===== config.mk =====
export PLATFORM = sky130hd
export DESIGN_NAME = alu_arbiter
export DESIGN_NICKNAME = d
export VERILOG_FILES = /design/src/rtl/alu_arbiter.sv
export SDC_FILE = /design/constraint.sdc
export NUM_CORES = 1
export LEC_CHECK = 0
export BUFFER_PORTS_ARGS = -buffer_cell sky130_fd_sc_hd__buf_2
export CORE_AREA = 2 2 124 96
export CTS_BUF_LIST = sky130_fd_sc_hd__clkbuf_8 sky130_fd_sc_hd__clkbuf_16
export CTS_CLUSTER_SIZE = 20
export DETAILED_ROUTE_END_ITERATION = 8
export DIE_AREA = 0 0 126 98
export GPL_ROUTABILITY_DRIVEN = 0
export GPL_TIMING_DRIVEN = 0
export MAX_ROUTING_LAYER = met4
export PLACE_DENSITY = 0.7
export SYNTH_ARGS = -nofsm -noshare
export SYNTH_HDL_FRONTEND = slang
export SYNTH_SLANG_ARGS = --single-unit
export TNS_END_PERCENT = 10

===== constraint.sdc =====
create_clock -name clk -period 3.8 [get_ports clk]
set_input_delay 0.19 -clock clk [delete_from_list [all_inputs] [get_ports clk]]
set_output_delay 0.19 -clock clk [all_outputs]
set_load 0.05 [all_outputs]

===== src/rtl/alu_arbiter.sv =====
// alu_arbiter: shares one combinational ALU between port 0 (CPU) and port 1 (DMA); result registered one cycle later.
// Define ALU_ARB_PRIO_EN for fixed port-0 priority with a MAX_WAIT starvation guard (default build: round-robin ties).

module alu #(
  parameter int WORD_SIZE = 16
) (
  input  logic [WORD_SIZE-1:0] a,
  input  logic [WORD_SIZE-1:0] b,
  input  logic [3:0]           op,
  output logic [WORD_SIZE-1:0] c,
  output logic                 compare
);
  localparam logic [3:0] OP_ADD = 4'd0;
  localparam logic [3:0] OP_SUB = 4'd1;
  localparam logic [3:0] OP_TCP = 4'd2;
  localparam logic [3:0] OP_AND = 4'd3;
  localparam logic [3:0] OP_OR  = 4'd4;
  localparam logic [3:0] OP_XOR = 4'd5;
  localparam logic [3:0] OP_NOT = 4'd6;
  localparam logic [3:0] OP_SHL = 4'd7;
  localparam logic [3:0] OP_SHR = 4'd8;
  localparam logic [3:0] OP_INC = 4'd9;
  localparam logic [3:0] OP_DEC = 4'd10;
  localparam logic [3:0] OP_LHI = 4'd11;
  localparam logic [WORD_SIZE-1:0] ONE = 1;

  always_comb begin
    c = '0;
    case (op)
      OP_ADD: c = a + b;
      OP_SUB: c = a - b;
      OP_TCP: c = ~a + ONE;
      OP_AND: c = a & b;
      OP_OR:  c = a | b;
      OP_XOR: c = a ^ b;
      OP_NOT: c = ~a;
      OP_SHL: c = a << 1;
      OP_SHR: c = a >> 1;
      OP_INC: c = a + ONE;
      OP_DEC: c = a - ONE;
      // Low half of b moves into the upper half of the word.
      OP_LHI: c = b << (WORD_SIZE / 2);
      default: c = '0;
    endcase
  end

  assign compare = (a == b);
endmodule

module alu_arbiter #(
  parameter int WORD_SIZE = 16,
  parameter int MAX_WAIT  = 4
) (
  input  logic                 clk,
  input  logic                 reset_n,
  input  logic                 req0,
  input  logic                 req1,
  input  logic [3:0]           op0,
  input  logic [3:0]           op1,
  input  logic [WORD_SIZE-1:0] a0,
  input  logic [WORD_SIZE-1:0] b0,
  input  logic [WORD_SIZE-1:0] a1,
  input  logic [WORD_SIZE-1:0] b1,
  output logic                 grant0,
  output logic                 grant1,
  output logic                 rvalid0,
  output logic                 rvalid1,
  output logic [WORD_SIZE-1:0] rdata,
  output logic                 rcmp
);
  localparam logic [3:0] MAX_WAIT_C = 4'(MAX_WAIT);

  logic                 last_grant_q, last_grant_d;
  logic [3:0]           wait_cnt_q, wait_cnt_d;
  logic                 rvalid0_q, rvalid0_d;
  logic                 rvalid1_q, rvalid1_d;
  logic [WORD_SIZE-1:0] rdata_q, rdata_d;
  logic                 rcmp_q, rcmp_d;

  logic [WORD_SIZE-1:0] alu_a, alu_b, alu_c;
  logic [3:0]           alu_op;
  logic                 alu_cmp;

  // Grants are gated by reset so nothing is accepted while reset_n is low.
  always_comb begin
    grant0 = 1'b0;
    grant1 = 1'b0;
    if (reset_n) begin
      if (req0 && !req1) begin
        grant0 = 1'b1;
      end else if (req1 && !req0) begin
        grant1 = 1'b1;
      end else if (req0 && req1) begin
`ifdef ALU_ARB_PRIO_EN
        if (wait_cnt_q == MAX_WAIT_C) grant1 = 1'b1;
        else                          grant0 = 1'b1;
`else
        if (last_grant_q) grant0 = 1'b1;
        else              grant1 = 1'b1;
`endif
      end
    end
  end

  // Port 0 drives the ALU whenever port 1 is not granted.
  assign alu_a  = grant1 ? a1  : a0;
  assign alu_b  = grant1 ? b1  : b0;
  assign alu_op = grant1 ? op1 : op0;

  alu #(.WORD_SIZE(WORD_SIZE)) u_alu (
    .a       (alu_a),
    .b       (alu_b),
    .op      (alu_op),
    .c       (alu_c),
    .compare (alu_cmp)
  );

  always_comb begin
    last_grant_d = last_grant_q;
    if (grant1)      last_grant_d = 1'b1;
    else if (grant0) last_grant_d = 1'b0;

    wait_cnt_d = wait_cnt_q;
    if (!req1 || grant1)            wait_cnt_d = '0;
    else if (wait_cnt_q < MAX_WAIT_C) wait_cnt_d = wait_cnt_q + 4'd1;

    rvalid0_d = grant0;
    rvalid1_d = grant1;
    rdata_d   = (grant0 || grant1) ? alu_c   : rdata_q;
    rcmp_d    = (grant0 || grant1) ? alu_cmp : rcmp_q;
  end

  always_ff @(posedge clk) begin
    if (!reset_n) begin
      last_grant_q <= 1'b1;
      wait_cnt_q   <= '0;
      rvalid0_q    <= 1'b0;
      rvalid1_q    <= 1'b0;
      rdata_q      <= '0;
      rcmp_q       <= 1'b0;
    end else begin
      last_grant_q <= last_grant_d;
      wait_cnt_q   <= wait_cnt_d;
      rvalid0_q    <= rvalid0_d;
      rvalid1_q    <= rvalid1_d;
      rdata_q      <= rdata_d;
      rcmp_q       <= rcmp_d;
    end
  end

  assign rvalid0 = rvalid0_q;
  assign rvalid1 = rvalid1_q;
  assign rdata   = rdata_q;
  assign rcmp    = rcmp_q;
endmodule


==> results of run 1 <==
==> flip-flops by register name, summed over array words and instances, names as in the netlist <==
signal and cells:
rcmp 1, rdata 16, rvalid1 1, last_grant_q 1
rvalid0 1
==> metrics by stage <==
stage / cell area [µm²] / utilization, % / worst slack, ps / setup TNS (ps) / hold WS, ps
global placement: 5550 / 49.4 / -1570 / -13730 / 440
global route: 6410 / 57.0 / -114 / -212 / 192
detailed placement: 5560 / 49.5 / -1570 / -14160 / 452
CTS: 6080 / 54.2 / 10.3 / 0 / 188
finish: 6410 / 57.0 / -21.8 / -21.8 / 180
floorplan: 4890 / - / 53.2 / 0 / 283
==> power by group through the flow <==
stage	registers [mW]	clock network, mW	logic (mW)
after global placement	0.237	0	0.862
after detailed placement	0.238	0	0.887
after CTS	0.233	0.239	0.976
final	0.234	0.244	1.11
after global routing	0.235	0.245	1.17
after floorplan	0.281	0	0.590
==> synthesized netlist by cell type, drive strengths merged, types with 5 or more instances <==
cell	number
ha	61
inv	50
nor2	49
o21ai	49
a21oi	47
nand2	46
xnor2	33
mux2i	31
nor3	25
o22ai	21
dfxtp	20
clkbuf	17
nand3	15
o211ai	13
o31ai	13
a221oi	12
and2	11
nand2b	11
nor4	11
buf	10
or3	10
a22oi	9
xor2	9
a211oi	7
a21o	7
nor2b	7
a31oi	6
o41ai	6
a21boi	5
o221ai	5
==> worst register-to-register path, delay by kind of cell (launching register included) <==
| family | cells | cell delay (ps) |
|---|---|---|
| AND/OR/NAND/NOR | 4 | 650 |
| buffers and inverters | 4 | 580 |
| AO/OA/AOI/OAI | 7 | 1080 |
| XOR/XNOR | 2 | 320 |
| flip-flops | 1 | 390 |
| multiplexers | 1 | 330 |
| adder cells (fa/ha/maj) | 1 | 390 |
==> per-layer routing <==
layer  vias to the layer above  GRT usage (%)  share of wire [%]
li1                       2774              -                  -
met1                      2964           42.4                 38
met2                       582           49.2                 42
met3                       120           9.97                 15
met4                         0           13.3                4.6
met5                         -              -                  0
==> worst max path at each step <==
stage / start / to / slack (ps) / cells past startpoint
final: last_grant_q / rdata[12] / -20 / 19
after detailed placement: reset_n / rdata[12] / -1570 / 18
after CTS: last_grant_q / rdata[8] / 10 / 18
after global placement: reset_n / rdata[14] / -1570 / 18
after global routing: last_grant_q / rdata[12] / -110 / 19
after floorplan: last_grant_q / rdata[12] / 50 / 17
==> cells by family (layout without fill, tap and decap cells) <==
logic type               count (synthesis)  count (layout)
AND/OR/NAND/NOR                        204             204
AO/OA/AOI/OAI                          230             230
adder cells (fa/ha/maj)                 62              62
XOR/XNOR                                42              42
multiplexers                            33              33
buffers and inverters                   77             215
flip-flops                              20              20
==> cell type report <==
type,count,area (µm²),share of cell area (%)
Multi-Input combinational cell,571,4550,71.1
Timing Repair Buffer,135,791,12.3
Sequential cell,20,404,6.31
Buffer,27,209,3.26
Inverter,50,193,3.01
Tap cell,144,180,2.81
Clock buffer,3,75.1,1.17
==> timing repair <==
item	4_1_cts	5_1_grt
buffers inserted	21	19
endpoints found under the setup margin	14	10
pin swaps	12	18
hold endpoints to repair	0	0
gates resized for setup	60	40
==> results.md, run 1 <==
- FF+latch count, synth: 20
- CTS root buf: clkbuf_16
- Overall die height: between 90 and 100 µm
- RSZ-0062 raised after global routing: true
- CP arrival: ~4000 ps
- Max Slew Vio Count: 0
- Drt first pass iters: 8
- Synth area leader: ha_1
- Post-synthesis simple-gate area fraction: 21.6%
- Vias in the first global route: 5882
- Reg2reg start: last_grant_q
- Max IR drop VDD: 120 µV
- Reg power frac: around 15%
- Most frequent cells in the layout: buf_2, ha_1, nor2_1
- Fill cells: 1050
- Cells after Synth: ~670
- Detailed Route WL: around 21000 µm
- R2R setup slack: -20 ps
- Synthesized area per cell: ~7.3 µm²
- Top cell type's share of synthesized area: 15.6%
- Adder-cell share of the synthesized area: between 10% and 20%
- EDFF count, synth: 0
- Hold Path Depth: 2
- Compound-Gate Fraction of Synth Area: roughly a third
- Via density: between 6 and 7
- Worst-path clk slew: 70 ps
- Leakage: about 2.8 nW
- Final Hold Viols: 0
- Final-stage net count: about 950
- WL per Instance: about 23 µm
- Antenna violations before repair: 0
- Total gr overflow: 0
- Chip Width: 126 µm
- Iter 0 DRT Violations: roughly 1200
- Site Rows: 34
- Cts hold-fix bufs: 0
- Worst Reg2Reg Path Length in Cells: 19
- Share of layout cells above drive strength 1: between 20% and 30%
- Final Skew: between 7 and 8 ps
- Crit end category: flip-flop
- WP buf/inv: 4
- Logic pwr share: around 70%
- Dpl cells: approximately 910
- Initial core utilization: 43.5%
- Min cycle time layout: roughly 3800 ps
- Seq/Total Area, Yosys: under 10%
- # port buffers: 94
- Synth Area in XOR/XNOR: under 10%
- Worst Tran Pin Value: around 1300 ps
- Worst-skew pair later-pin latency: around 270 ps
- Max cap viols: 0
- Mux share of post-synthesis cell area: under 10%
- TritonCTS Buffers: 3
- Maximum clock rate: ~0.26 GHz
- Largest family of logic cells by synthesized area: compound AO/OA/AOI/OAI gates
- Synth Cell Area: ~4900 µm²
- Clk sinks: 20
- Final Non-Filler Cells: between 900 and 1000
- Worst min path class: primary input to flip-flop
- DIE AREA: about 12000 µm²
- Worst r2r dst: rdata[12]
- Final worst slack: -21.8 ps
- YS warnings: 0
- Sw Share: roughly half
- Post-synth ARST share: 0%
- CTS tree: yes
- CP required: just under 4000 ps
- # diodes: 0
- CP Class: flip-flop to flip-flop
- Max FO, Critical Path: 9
- Commonest non-fill, non-tap cell in the layout: buf_2
- Slew margin rel.: 9.90%
- Clock power frac: between 10% and 20%
- Endpoint, Worst Hold: rvalid0
- Slowest stage delay, CP: a little under 400 ps
- Synth Net Count: between 800 and 900
- Largest net degree at the start of global routing: 11
- CP Cell Sequence: nand2_8 > nand2_8 > buf_12 > buf_12 > mux2i_4 > xor2_1 > o21a_1 > buf_4 > fa_2 > nor2b_2 > o21ai_2 > a21boi_2 > o41ai_4 > buf_4 > o31ai_4 > a31oi_1 > xnor2_1 > a221oi_2 > nor3b_2
- Residual DRC: 0
- Final Cycle Share: 101%
- Core Region: 11200 µm²
- Power per cell area: roughly 250 nW/µm²
- Critical path startpoint category: flip-flop
- Worst hold start: req1
- Synth-to-Final Area Change: 31.1%
- CTS max path bufs: 2
- Final ANT Viol Nets: 0
- Htree depth: 1
- Synth unique cells: 74
- Internal: 803 µW
- Design Power: roughly 1.6 mW
- Psw: between 700 and 800 µW
- Main synth FF type: dfxtp_1
- Status: complete, but fails checks
- DP HPWL: approximately 15000 µm
- Setup violators final: 1
- Global-route wire length before repair: 31900 µm
- Vias: between 6000 and 7000
- Failing checks: setup timing
- Area contributors post-synth: ha_1, dfxtp_1, xnor2_1
- Slowest-stage cell, CP: dfxtp_4
- Family with the most delay on the worst path: compound AO/OA/AOI/OAI gates
- GRT Resource Usage Total: around 33%
- Num ports: 97
Power figures use the tool's default switching activity.
==> run 2: changes to the inputs <==
- PLACE_DENSITY: 0.7 -> 0.67
- clock period: 3.8 -> 3.75 ns (I/O delays scaled with it)
==> results.md, run 2 (synthesis gave the netlist of run 1 again) <==
- Vias: 6381 (-0.92%)
- Global-route wire length before repair: 32600 µm (+2.2%)
- Psw: 794 µW (+1.7%)
- Drt first pass iters: 8 (unchanged)
- DIE AREA: 12300 µm² (unchanged)
- CP arrival: 3970 ps (-30 ps)
- Status: complete, but fails checks
- Dpl cells: 906 (-0.11%)
- Dpl cell area: 5550 µm² (-0.13%)
- Total gr overflow: 0 (unchanged)
- Overall die height: 98 µm (unchanged)
- Worst Tran Pin Value: 1380 ps (+35.5 ps)
- Htree depth: 1 (unchanged)
- Fill cells: 1058 (+0.76%)
- Final Instance Area: 6450 µm² (+0.63%)
- Reg power frac: 14.8% (about the same)
- Final Skew: 3.33 ps (-4.62 ps)
- Max Slew Vio Count: 0 (unchanged)
- Min cycle time layout: 3790 ps (-35.9 ps)
- Max reg flops: 16 (unchanged)
- Iter 0 DRT Violations: 939 (-21%)
- Leakage: 2.79 nW (+0.16%)
- Cts hold-fix bufs: 0 (unchanged)
- RSZ-0062 raised after global routing: true
- Logic pwr share: 69.6% (-0.2 points)
- Most frequent cells in the layout: buf_2, ha_1, nor2_1
- Final core occ: 57.4% (+0.36 points)
- Residual DRC: 2 (+2)
- Final-stage net count: 944 (-0.21%)
- Clk sinks: 20 (unchanged)
- Setup slack after placement: -1880 ps (-310 ps)
- Met1 Use GR: 44.8% (+2.5 points)
- Detailed Route WL: 21700 µm (+1.3%)
- Met3 Use GR: 8.93% (-1.0 points)
- Power per cell area: 248 nW/µm² (+0.47%)
- Sw Share: 49.6% (+0.29 points)
- Setup violators final: 1 (unchanged)
- GR peak layer: met2
- Core Region: 11200 µm² (unchanged)
- Hold Path Depth: 2 (unchanged)
- WL per Instance: 22.9 µm (+1.4%)
- DP HPWL: 15700 µm (+3.2%)
- Num ports: 97 (unchanged)
- # port buffers: 94 (unchanged)
- Share of layout cells above drive strength 1: 29.1% (+0.072 points)
- CTS tree: yes
- CTS root buf: clkbuf_16
- Initial core utilization: 43.5% (unchanged)
- Crit end category: flip-flop
- Internal: 807 µW (+0.53%)
- Final worst slack: -35.8 ps (-14.1 ps)
- Max cap viols: 0 (unchanged)
- Design Power: 1.60 mW (+1.1%)
- Max FO, Critical Path: 9 (unchanged)
- Critical path startpoint category: flip-flop
- Slew margin rel.: 7.51% (-2.4 points)
- CP Class: flip-flop to flip-flop
- Met2 layer usage reported by global route: 50.8% (+1.6 points)
- Commonest non-fill, non-tap cell in the layout: buf_2
- Maximum clock rate: 0.264 GHz (+0.95%)
- Vias in the first global route: 6045 (+2.8%)
- Worst-skew pair later-pin latency: 270 ps (about the same)
- Final Cycle Share: 101% (+0.38 points)
- CTS max path bufs: 2 (unchanged)
- Synth-to-Final Area Change: 31.9%
- GRT Resource Usage Total: 34.3% (+1.0 points)
- Area of the multi-input gates: 4580 µm² (+0.63%)
- Failing checks: DRC, setup timing
- Site Rows: 34 (unchanged)
- Clock power frac: 15.6% (+0.2 points)
- Final ANT Viol Nets: 0 (unchanged)
- Final Hold Viols: 0 (unchanged)
- Final Non-Filler Cells: 949 (-0.11%)
- Via density: 6.72 (-0.81%)
- Max IR drop VDD: 152 µV (+27%)
- Worst min path class: primary input to flip-flop
- Chip Width: 126 µm (unchanged)
- Antenna violations before repair: 0 (unchanged)
- Worst Reg2Reg Path Length in Cells: 15 (-4)
- Register Area: 404 µm² (unchanged)
- Largest net degree at the start of global routing: 11 (unchanged)
- Worst-path clk slew: 70 ps (about the same)
- TritonCTS Buffers: 3 (unchanged)
- CP required: 3940 ps (-40 ps)
-- run 2: changes by cell type in the layout (fill, tap and decap cells not counted), sizes merged --
cell | previous run | this run
clkbuf | 20 | 17
buf | 145 | 146
diode | 0 | 1
-- run 2: area by class of cell --
cell class              instances  share of cell area, %
repair buffers                134                   12.6
diodes                          1                 0.0388
well taps                     144                   2.80
flip-flops and latches         20                   6.27
inverters                      50                   2.99
multi-input cells             571                   71.1
clock buffers                   3                   1.16
plain buffers                  26                   3.05
-- run 2: worst max-delay path, stage by stage, from the launching register on --
cell and delay [ps]:
dfxtp_4 390, nand2_8 100, nand2_8 120, buf_12 130
buf_12 110, mux2i_1 690, inv_1 290, ha_1 440
o211ai_1 110, nand2_1 120, nand4_1 120, o21a_1 230
o21bai_2 220, a21oi_2 110, or4_1 410, o211ai_1 90
-- run 2: metal layers --
| layer | vias up | wire length [µm] | part of all wire [%] |
|---|---|---|---|
| li1 | 2776 | - | - |
| met4 | 0 | 841 | 3.9 |
| met3 | 96 | 3140 | 14 |
| met2 | 550 | 9150 | 42 |
| met5 | - | 0 | 0 |
| met1 | 2959 | 8570 | 39 |
-- run 2: final timing paths --
check	slack (ps)	to	startpoint
setup / recovery	-40	rdata[15]	last_grant_q
hold / removal	170	rvalid0	req1
setup reg to reg	-40	rdata[15]	last_grant_q
hold reg to reg	450	rdata[6]	rdata[6]
-- run 2: power by group through the flow --
| stage | clock, mW | combinational [mW] | sequential, mW |
|---|---|---|---|
| detailed placement | 0 | 0.903 | 0.241 |
| global placement | 0 | 0.878 | 0.240 |
| global route | 0.253 | 1.18 | 0.238 |
| finish | 0.249 | 1.11 | 0.237 |
| CTS | 0.242 | 1.01 | 0.236 |
| floorplan | 0 | 0.598 | 0.285 |
-- run 2: per-stage QoR --
stage / TNS, ps / hold slack, ps
after global routing: -288 / 191
after floorplan: 0 / 280
after global placement: -16330 / 435
after detailed placement: -16880 / 443
after CTS: 0 / 175
final: -35.8 / 167
-- run 2: timing repair --
item	4_1_cts	5_1_grt
setup buffers	22	18
endpoints found under the setup margin	15	12
resized for setup	68	38
pin swaps	14	22
==> run 3: changes to the inputs <==
- RECOVER_POWER: unset -> 100
- SETUP_SLACK_MARGIN: unset -> 0.5
- clock period: 3.75 -> 3.5 ns (I/O delays scaled with it)
==> results.md, run 3 (synthesis gave the netlist of run 1 again) <==
- Detailed Route WL: 21200 µm (-2.4%)
- Max FO, Critical Path: 6 (-3)
- CTS root buf: clkbuf_16
- CP Class: flip-flop to flip-flop
- Vias in the first global route: 5847 (-3.3%)
- Synth-to-Final Area Change: 34.7%
- WL per Instance: 22.2 µm (-3.0%)
- Max cap viols: 0 (unchanged)
- Slew margin rel.: 35.7% (+28 points)
- Met2 layer usage reported by global route: 51.3% (+0.54 points)
- Power per cell area: 268 nW/µm² (+7.7%)
- Total gr overflow: 0 (unchanged)
- # diodes: 0 (-1)
- GRT Resource Usage Total: 34.0% (-0.23 points)
- TritonCTS Buffers: 3 (unchanged)
- Antenna violations before repair: 0 (unchanged)
- Fill cells: 1052 (-0.57%)
- Design Power: 1.76 mW (+10%)
- Final-stage net count: 951 (+0.74%)
- Final Hold Viols: 0 (unchanged)
- GR peak layer: met2
- CTS max path bufs: 2 (unchanged)
- Register Area: 404 µm² (unchanged)
- Residual DRC: 0 (-2)
- CTS tree: yes
- Setup slack after placement: -1150 ps (+731 ps)
- Drt first pass iters: 7 (-1)
- Area of the multi-input gates: 4670 µm² (+1.9%)
- Share of layout cells above drive strength 1: 28.9% (-0.25 points)
- Final worst slack: -208 ps (-172 ps)
- Dpl cells: 907 (+0.11%)
- Crit end category: flip-flop
- Final Skew: 7.98 ps (+4.65 ps)
- Chip Width: 126 µm (unchanged)
- Worst-skew pair later-pin latency: 260 ps (about the same)
- Status: complete, but fails checks
- Min cycle time layout: 3710 ps (-78.0 ps)
- Via density: 6.53 (-2.9%)
- Global-route wire length before repair: 32400 µm (-0.45%)
- Critical path startpoint category: flip-flop
- Largest net degree at the start of global routing: 11 (unchanged)
- CP arrival: 3850 ps (-120 ps)
- Clk sinks: 20 (unchanged)
- Most frequent cells in the layout: buf_2, ha_1, nand2_1, nor2_1, buf_4
- Final Cycle Share: 106% (+5.0 points)
- Failing checks: setup timing
- Num ports: 97 (unchanged)
- Final ANT Viol Nets: 0 (unchanged)
- Met3 Use GR: 6.19% (-2.7 points)
- Worst min path class: primary input to flip-flop
- CP required: 3640 ps (-300 ps)
- Met1 Use GR: 46.1% (+1.3 points)
- Leakage: 2.73 nW (-2.1%)
- Core Region: 11200 µm² (unchanged)
- Max IR drop VDD: 178 µV (+17%)
- Final Non-Filler Cells: 955 (+0.63%)
- Commonest non-fill, non-tap cell in the layout: buf_2
- Overall die height: 98 µm (unchanged)
- Worst-path clk slew: 70 ps (about the same)
- Worst Tran Pin Value: 959 ps (-417 ps)
- Max reg flops: 16 (unchanged)
- RSZ-0062 raised after global routing: true
- DP HPWL: 15300 µm (-3.0%)
- Htree depth: 1 (unchanged)
- Vias: 6233 (-2.3%)
- Iter 0 DRT Violations: 873 (-7.0%)
- DIE AREA: 12300 µm² (unchanged)
- Setup violators final: 7 (+6)
- # port buffers: 94 (unchanged)
- Maximum clock rate: 0.270 GHz (+2.1%)
- Initial core utilization: 43.5% (unchanged)
- Max Slew Vio Count: 0 (unchanged)
- Site Rows: 34 (unchanged)
==> run 3: changes by cell type in the layout (fill, tap and decap cells not counted), moves of 2 or more <==
| cell | delta |
|---|---|
| clkbuf_1 | +22 |
| o21ai_1 | +2 |
| buf_4 | +6 |
| o31ai_1 | -2 |
| o21ai_0 | -2 |
| buf_2 | -22 |
| nor3_2 | +2 |
| ha_4 | +4 |
| ha_2 | +4 |
| ha_1 | -8 |
| buf_6 | -4 |
| buf_12 | +3 |
| a31oi_1 | -2 |
| a31oi_2 | +2 |
==> run 3: per-layer routing <==
layer | up-vias | part of all wire (%)
met3 | 93 | 12
met2 | 449 | 42
li1 | 2798 | -
met1 | 2893 | 41
met5 | - | 0
met4 | 0 | 4.3
==> run 3: timing repair <==
item	in CTS	in global routing
hold buffers	0	0
pin swaps	47	3
buffers inserted	43	2
gates resized for setup	95	14
endpoints found under the setup margin	17	14
==> run 3: layout make-up <==
cell class | count | share of cell area, %
Timing Repair Buffer | 140 | 12.8
Clock buffer | 3 | 1.14
Multi-Input combinational cell | 571 | 71.0
Tap cell | 144 | 2.74
Inverter | 50 | 2.93
Buffer | 27 | 3.35
Sequential cell | 20 | 6.14
==> run 3: per-stage QoR <==
| stage | cell area, µm² | hold slack, ps | setup TNS, ps | util [%] |
|---|---|---|---|---|
| after global placement | 5630 | 439 | -9080 | 50.1 |
| after detailed placement | 5640 | 439 | -9220 | 50.2 |
| after global routing | 6580 | 171 | -1820 | 58.6 |
| after CTS | 6550 | 166 | -130 | 58.3 |
| after floorplan | 4970 | 268 | 0 | - |
| final | 6580 | 169 | -944 | 58.6 |
==> run 3: where the power goes <==
| part | switching, mW | internal (mW) |
|---|---|---|
| combinational | 0.745 | 0.506 |
| sequential | 0.0107 | 0.243 |
| clock | 0.105 | 0.152 |
| total | 0.860 | 0.900 |
==> run 3: path summary, 6_finish.rpt <==
| kind | start | depth (start not counted) | endpoint | slack, ps |
|---|---|---|---|---|
| worst max-delay path | last_grant_q | 18 | rdata[14] | -210 |
| worst min-delay path | req1 | 2 | rvalid0 | 170 |
| worst max register to register | last_grant_q | 18 | rdata[14] | -210 |
| worst min register to register | rdata[4] | 2 | rdata[4] | 450 |
==> run 3: critical path: stages, from the launching register on <==
cell and delay, ps:
dfxtp_4 400, nand2_8 80, nand2_8 110, buf_12 120
buf_12 120, mux2i_4 330, xor2_1 110, o21a_2 270
fa_2 390, nor2b_1 150, o21ai_2 90, a21boi_2 250
o41ai_4 80, buf_4 170, o21ai_1 190, a21oi_1 120
xnor2_1 170, a221oi_1 310, a21oi_1 110
